`config.mk`:
```
export PLATFORM = sky130hd
export DESIGN_NAME = cfg_chain_loader
export DESIGN_NICKNAME = d
export VERILOG_FILES = /design/src/rtl/cfg_chain_loader.sv
export SDC_FILE = /design/constraint.sdc
export NUM_CORES = 1
export LEC_CHECK = 0
export BUFFER_PORTS_ARGS = -buffer_cell sky130_fd_sc_hd__buf_2
export CAP_MARGIN = 30
export CORE_ASPECT_RATIO = 0.7
export CORE_UTILIZATION = 55
export DETAILED_ROUTE_END_ITERATION = 10
export PLACE_DENSITY = 0.74
export SETUP_SLACK_MARGIN = 0.15
export SYNTH_ARGS = -nofsm -noshare
export SYNTH_HDL_FRONTEND = slang
export SYNTH_SLANG_ARGS = --single-unit
```
`constraint.sdc`:
```
create_clock -name prog_clk -period 2.9 [get_ports prog_clk]
set_input_delay 0.145 -clock prog_clk [delete_from_list [all_inputs] [get_ports prog_clk]]
set_output_delay 0.145 -clock prog_clk [all_outputs]
set_load 0.01 [all_outputs]
```
`src/rtl/cfg_chain_loader.sv`:
```
// Configuration-chain loader: serialises bitstream words LSB-first onto prog_in/prog_en
// and optionally recirculates the chain to compare CRC-16 of loaded and read-back bits.
module cfg_chain_loader #(
  parameter int CHAIN_LEN = 4480,
  parameter int WORD_W    = 32,
  parameter int CNT_W     = 13
) (
  input  logic              prog_clk,
  input  logic              rst,
  input  logic              start,
  input  logic              verify_en,
  input  logic              abort,
  input  logic [WORD_W-1:0] s_data,
  input  logic              s_valid,
  output logic              s_ready,
  output logic              prog_in,
  output logic              prog_en,
  input  logic              prog_out,
  output logic              busy,
  output logic              done,
  output logic              err,
  output logic [CNT_W-1:0]  bit_cnt
);

  localparam int N_WORDS = (CHAIN_LEN + WORD_W - 1) / WORD_W;
  localparam int SH_W    = $clog2(WORD_W + 1);

  typedef enum logic [2:0] {
    ST_IDLE,
    ST_LOAD,
    ST_VERIFY,
    ST_DONE,
    ST_ERROR
  } state_t;

  function automatic logic [15:0] crc16_step(input logic [15:0] crc, input logic b);
    logic fb;
    fb = b ^ crc[15];
    return {crc[14:0], 1'b0} ^ (fb ? 16'h1021 : 16'h0000);
  endfunction

  state_t            state;
  logic [WORD_W-1:0] hold_q, hold_d;
  logic [WORD_W-1:0] sh_q, sh_d;
  logic              hold_vld, hold_vld_d;
  logic [SH_W-1:0]   sh_cnt, sh_cnt_d;
  logic [CNT_W-1:0]  words, words_d;
  logic [CNT_W-1:0]  bit_cnt_inc;
  logic              verify_lat;
  logic              prog_in_q;
  logic [15:0]       crc_load, crc_read, crc_read_nxt;
  logic              accept, can_issue, have_bit, nxt_bit, issue, last_shift;
  logic [CNT_W:0]    issued;

  assign accept       = s_valid & s_ready;
  // Bits already committed to the chain, including the one on prog_in this cycle.
  assign issued       = {1'b0, bit_cnt} + {{CNT_W{1'b0}}, prog_en};
  assign can_issue    = (state == ST_LOAD) && (issued < (CNT_W + 1)'(CHAIN_LEN));
  assign last_shift   = prog_en && (bit_cnt == CNT_W'(CHAIN_LEN - 1));
  assign bit_cnt_inc  = (bit_cnt == CNT_W'(CHAIN_LEN)) ? bit_cnt : bit_cnt + CNT_W'(1);
  assign crc_read_nxt = crc16_step(crc_read, prog_out);
  // Recirculation needs the tail on the head in the same cycle, so this path is combinational.
  assign prog_in      = (state == ST_VERIFY) ? prog_out : prog_in_q;

  // NOTE: every always_comb output gets a default first so no latch is inferred.
  always_comb begin
    have_bit   = 1'b0;
    nxt_bit    = 1'b0;
    sh_d       = sh_q;
    sh_cnt_d   = sh_cnt;
    hold_d     = hold_q;
    hold_vld_d = hold_vld;
    words_d    = words + CNT_W'(accept);

    if (sh_cnt != '0) begin
      have_bit = 1'b1;
      nxt_bit  = sh_q[0];
    end else if (hold_vld) begin
      have_bit = 1'b1;
      nxt_bit  = hold_q[0];
    end else if (accept) begin
      have_bit = 1'b1;
      nxt_bit  = s_data[0];
    end
    issue = can_issue && have_bit;

    if (issue) begin
      if (sh_cnt != '0) begin
        sh_d     = sh_q >> 1;
        sh_cnt_d = sh_cnt - SH_W'(1);
      end else if (hold_vld) begin
        sh_d       = hold_q >> 1;
        sh_cnt_d   = SH_W'(WORD_W - 1);
        hold_vld_d = 1'b0;
      end else begin
        sh_d     = s_data >> 1;
        sh_cnt_d = SH_W'(WORD_W - 1);
      end
    end

    // A word bypasses the holding register only when it feeds an empty shifter directly.
    if (accept && !(issue && (sh_cnt == '0) && !hold_vld)) begin
      hold_d     = s_data;
      hold_vld_d = 1'b1;
    end
  end

  // NOTE: word data registers are not reset; hold_vld and sh_cnt qualify their contents.
  always_ff @(posedge prog_clk) begin
    if (state == ST_LOAD) begin
      hold_q <= hold_d;
      sh_q   <= sh_d;
    end
  end

  // NOTE: sequential state uses non-blocking assignments only.
  always_ff @(posedge prog_clk) begin
    if (rst) begin
      state      <= ST_IDLE;
      s_ready    <= 1'b0;
      prog_en    <= 1'b0;
      prog_in_q  <= 1'b0;
      busy       <= 1'b0;
      done       <= 1'b0;
      err        <= 1'b0;
      bit_cnt    <= '0;
      words      <= '0;
      hold_vld   <= 1'b0;
      sh_cnt     <= '0;
      verify_lat <= 1'b0;
      crc_load   <= 16'hFFFF;
      crc_read   <= 16'hFFFF;
    end else if (abort) begin
      state     <= ST_ERROR;
      s_ready   <= 1'b0;
      prog_en   <= 1'b0;
      prog_in_q <= 1'b0;
      busy      <= 1'b0;
      done      <= 1'b0;
      err       <= 1'b1;
      hold_vld  <= 1'b0;
      sh_cnt    <= '0;
    end else begin
      case (state)
        ST_IDLE, ST_DONE, ST_ERROR: begin
          if (start) begin
            state      <= ST_LOAD;
            verify_lat <= verify_en;
            s_ready    <= 1'b1;
            busy       <= 1'b1;
            done       <= 1'b0;
            err        <= 1'b0;
            bit_cnt    <= '0;
            words      <= '0;
            hold_vld   <= 1'b0;
            sh_cnt     <= '0;
            crc_load   <= 16'hFFFF;
            crc_read   <= 16'hFFFF;
          end
        end

        ST_LOAD: begin
          if (prog_en) crc_load <= crc16_step(crc_load, prog_in_q);
          if (last_shift) begin
            // Leftover high bits of the final word are dropped with the flush.
            prog_en   <= verify_lat;
            prog_in_q <= 1'b0;
            s_ready   <= 1'b0;
            hold_vld  <= 1'b0;
            sh_cnt    <= '0;
            if (verify_lat) begin
              state   <= ST_VERIFY;
              bit_cnt <= '0;
            end else begin
              state   <= ST_DONE;
              bit_cnt <= bit_cnt_inc;
              busy    <= 1'b0;
              done    <= 1'b1;
            end
          end else begin
            if (prog_en) bit_cnt <= bit_cnt_inc;
            prog_en   <= issue;
            prog_in_q <= issue & nxt_bit;
            sh_cnt    <= sh_cnt_d;
            hold_vld  <= hold_vld_d;
            words     <= words_d;
            s_ready   <= !hold_vld_d && (words_d < CNT_W'(N_WORDS));
          end
        end

        ST_VERIFY: begin
          if (prog_en) begin
            crc_read <= crc_read_nxt;
            bit_cnt  <= bit_cnt_inc;
            if (bit_cnt == CNT_W'(CHAIN_LEN - 1)) begin
              prog_en <= 1'b0;
              busy    <= 1'b0;
              if (crc_read_nxt == crc_load) begin
                state <= ST_DONE;
                done  <= 1'b1;
              end else begin
                state <= ST_ERROR;
                err   <= 1'b1;
              end
            end
          end
        end

        default: state <= ST_IDLE;
      endcase
    end
  end

endmodule

```
==> impl_metrics.csv <==
group,metric,value,unit
run_status,status,"complete, no violations",
finish,final_layout_size_suffix_gt1_share,15.4,%
yosys,area_of_the_mapped_netlist,0.00683,mm^2
clocking,path_clk_slew,0.06,ns
worst_setup_path,crit_path_max_fanout,9,
yosys,synth_top_area_share,27.7,%
yosys,syn_avg_cell_area,9.63,um^2
yosys,yosys.area.top_type,"edfxtp_1",
job,max_cap_viol_count,0,
yosys,synthDistinctLibCells,70,
finish,multiInputGateArea,0.00318,mm^2
clocking,numCtsBuffers,17,
timing,fin_setup_tns,0,ns
floorplan,io_pins,58,
floorplan,die_x,135,um
detailed_routing,final_antenna_net_count,0,
grt,globalRoute.totalOverflow,0,
hold_path,hold_path.class,"input pin to flop",
worst_setup_path,worst_ep_required_time,3.24,ns
yosys,synth.mux.area_fraction,4.71,%
timing,slew-limit-headroom,48.9,%
clocking,clock-sinks,138,
finish,total_area_of_sequential_cells,0.00339,mm^2
grt,largest_net_degree_at_the_start_of_global_routing,66,
timing,final-max-slew-violation-count,0,
yosys,synthCells,709,
yosys,synth.yosys.warnings,0,
placement,pre_cts_slack,0.548,ns
grt,grt_first_pass_wirelength,26900,um
timing,tightest_slew,0.767,ns
clocking,cell_at_the_root_of_the_clock_tree,"clkbuf_16",
placement,count_of_buffers_inserted_at_the_top_level_ports,57,
detailed_routing,remaining_drc_errors,0,
grt,antenna_found_initial,0,
timing,grt_setup_unrepaired,"no",
finish,final.fill_count,915,
floorplan,fp.dieArea,0.0129,mm^2
timing,final.hold.worst_slack,0.173,ns
worst_setup_path,arrival,2.79,ns
yosys,synth_compound_gate_area_share,17.0,%
floorplan,floorplan.initialDensity,57.4,%
finish,number_of_antenna_cells_inserted,0,
clocking,cts_post_setup_buffers_inserted,0,
finish,area_delta_synth_final,18.9,%
worst_setup_path,setup.worst_path.start_class,"flop",
yosys,synth_xor_xnor_area_share,3.34,%
clocking,htreeDepth,4,
finish,number_of_nets_in_the_final_layout,832,
floorplan,std_cell_core_area,0.0119,mm^2
placement,place_congestion,0.915,
floorplan,die-height,95.2,um
yosys,dominant_combinational_cell_family_by_area_after_synthesis,"simple AND/OR/NAND/NOR gates",
placement,place.detailed.hpwl,10400,um
detailed_routing,iteration_0_drc_count_of_the_detailed_router,518,
detailed_routing,drt-vias-per-instance,5.91,
yosys,number_of_nets_in_the_synthesized_netlist,754,
yosys,synthTopCellsByArea,"edfxtp_1, dfxtp_1, o21ai_0",
yosys,yosysSeqAreaShare,49.7,%
yosys,ys.flop_type,"dfxtp_1",
detailed_routing,wire_per_inst,16.7,um
detailed_routing,route.vias.total,5658,
pwr,vdd_drop_max,0.427,mV
grt,first_global_vias,5366,
yosys,async_reset_ff_share,0,%
worst_setup_path,cp-end-kind,"flop",
floorplan,row_count,33,
clocking,clockBufferDepth,2,
yosys,ys_seq_elements,138,
clocking,cts_hold_repair.buffers,33,
pwr,p_per_area,556,mW/mm^2
timing,final_hold_viol_count,0,
worst_setup_path,critPathKind,"flop to flop",
clocking,post_cts_resize_count,0,
grt,groute.usage.overall,26.8,%
yosys,synth_edf_count,63,
yosys,synthMostInstantiatedCell,"dfxtp_1",
pwr,leakage,2.90,nW
yosys,basic_gate_share_of_the_synthesized_area_counting_and_or_nand_and_nor_cells,20.2,%
timing,final_min_period_over_clock_period,84.7,%
timing,setup_viol_count_final,0,
detailed_routing,totalWireLength,16000,um
detailed_routing,detailedRoute.firstPassIterationCount,5,
timing,finClkSkew,0.00960,ns
clocking,cts_tree,"built",
yosys,adder_and_majority_gate_portion_of_the_synthesized_area,1.26,%
yosys,synth_top_cells_by_count,"dfxtp_1, o21ai_0, edfxtp_1",
timing,upper_clock_frequency_limit,407,MHz
timing,period_needed,2.46,ns
clocking,clock_insertion_delay_worst_skew,0.42,ns
timing,fin_ws,0.444,ns
routing by layer:
metal / track usage [%] / vias to the layer above / part of all wire, %
met2: 41.5 / 204 / 45
met5: 0 / - / 0
met4: 7.12 / 0 / 0.81
met3: 5.95 / 13 / 6.8
met1: 37.9 / 2679 / 47
li1: - / 2762 / -
layout make-up:
cell class              instances  area share (%)
clock buffers                  17            5.24
clock inverters                15            1.77
inverters                       8           0.370
multi-input cells             514            39.1
flip-flops and latches        138            41.8
well taps                     157            2.42
repair buffers                108            9.25
path summary, 6_finish.rpt:
check / start / endpoint / slack, ns / cells after the start
max: bit_cnt[0] / bit_cnt[10] / 0.44 / 7
min reg2reg: sh_cnt[5] / sh_cnt[5] / 0.47 / 1
min: abort / state[2] / 0.17 / 3
max reg2reg: bit_cnt[0] / bit_cnt[10] / 0.44 / 7
logic make-up after synthesis:
group                      Yosys count
adders and majority gates            7
xor gates and xnor gates            26
buffers and inverters               57
DFF                                138
and+or+nand+nor                    263
muxes                               32
AOI/OAI and AO/OA                  186
where the power goes:
part / total [mW] / internal [mW] / leakage (nW) / switching, mW
sequential: 2.07 / 2.05 / 1.17 / 0.0204
combinational: 0.350 / 0.146 / 1.45 / 0.204
clock: 2.09 / 1.14 / 0.277 / 0.945
total: 4.51 / 3.34 / 2.90 / 1.17
critical path, cell delays in order, from the launching register on:
cell and delay (ns):
dfxtp_1 0.35, ha_1 0.29, and4_4 0.24, and4_1 0.32
o21ai_2 0.24, nand2_1 0.20, or4b_1 0.55, a21oi_1 0.18
cells in the final DEF, fill, tap and decap left out, drive strengths merged, types with 4 or more instances in the layout:
cell type / synthesis / layout
dfxtp: 75 / 75
a211oi: 9 / 9
and2: 7 / 7
or4: 6 / 6
xor2: 13 / 13
a21oi: 40 / 40
and3: 11 / 11
a22oi: 4 / 4
a31oi: 9 / 9
xnor2: 13 / 13
nand2: 61 / 61
inv: 8 / 18
buf: 18 / 75
or3: 18 / 18
edfxtp: 63 / 63
o21bai: 18 / 18
o21ai: 71 / 71
nor3: 27 / 27
a21o: 6 / 6
nor2: 55 / 55
nand2b: 23 / 23
ha: 6 / 6
and4: 4 / 4
nand3b: 5 / 5
mux2i: 31 / 31
nand4: 10 / 10
clkbuf: 31 / 17
nor4: 5 / 5
nand3: 18 / 18
dlygate4sd3: 0 / 33
state kept, by name, summed over array words and instances, names as in the netlist:
register	flops
done	1
words	13
sh_cnt	6
crc_read	16
verify_lat	1
err	1
busy	1
prog_in_q	1
prog_en	1
hold_vld	1
bit_cnt	13
s_ready	1
sh_q	31
state	3
crc_load	16
hold_q	32
through the flow:
stage	std cells	util (%)	power (mW)	cell area (um^2)
floorplan	709	-	2.32	6830
global placement	892	60.7	2.41	7220
detailed placement	892	60.7	2.42	7220
CTS	957	68.3	4.53	8120
global route	957	68.3	4.66	8120
finish	957	68.3	4.51	8120
Note: power is estimated with default switching activity, not from simulation.
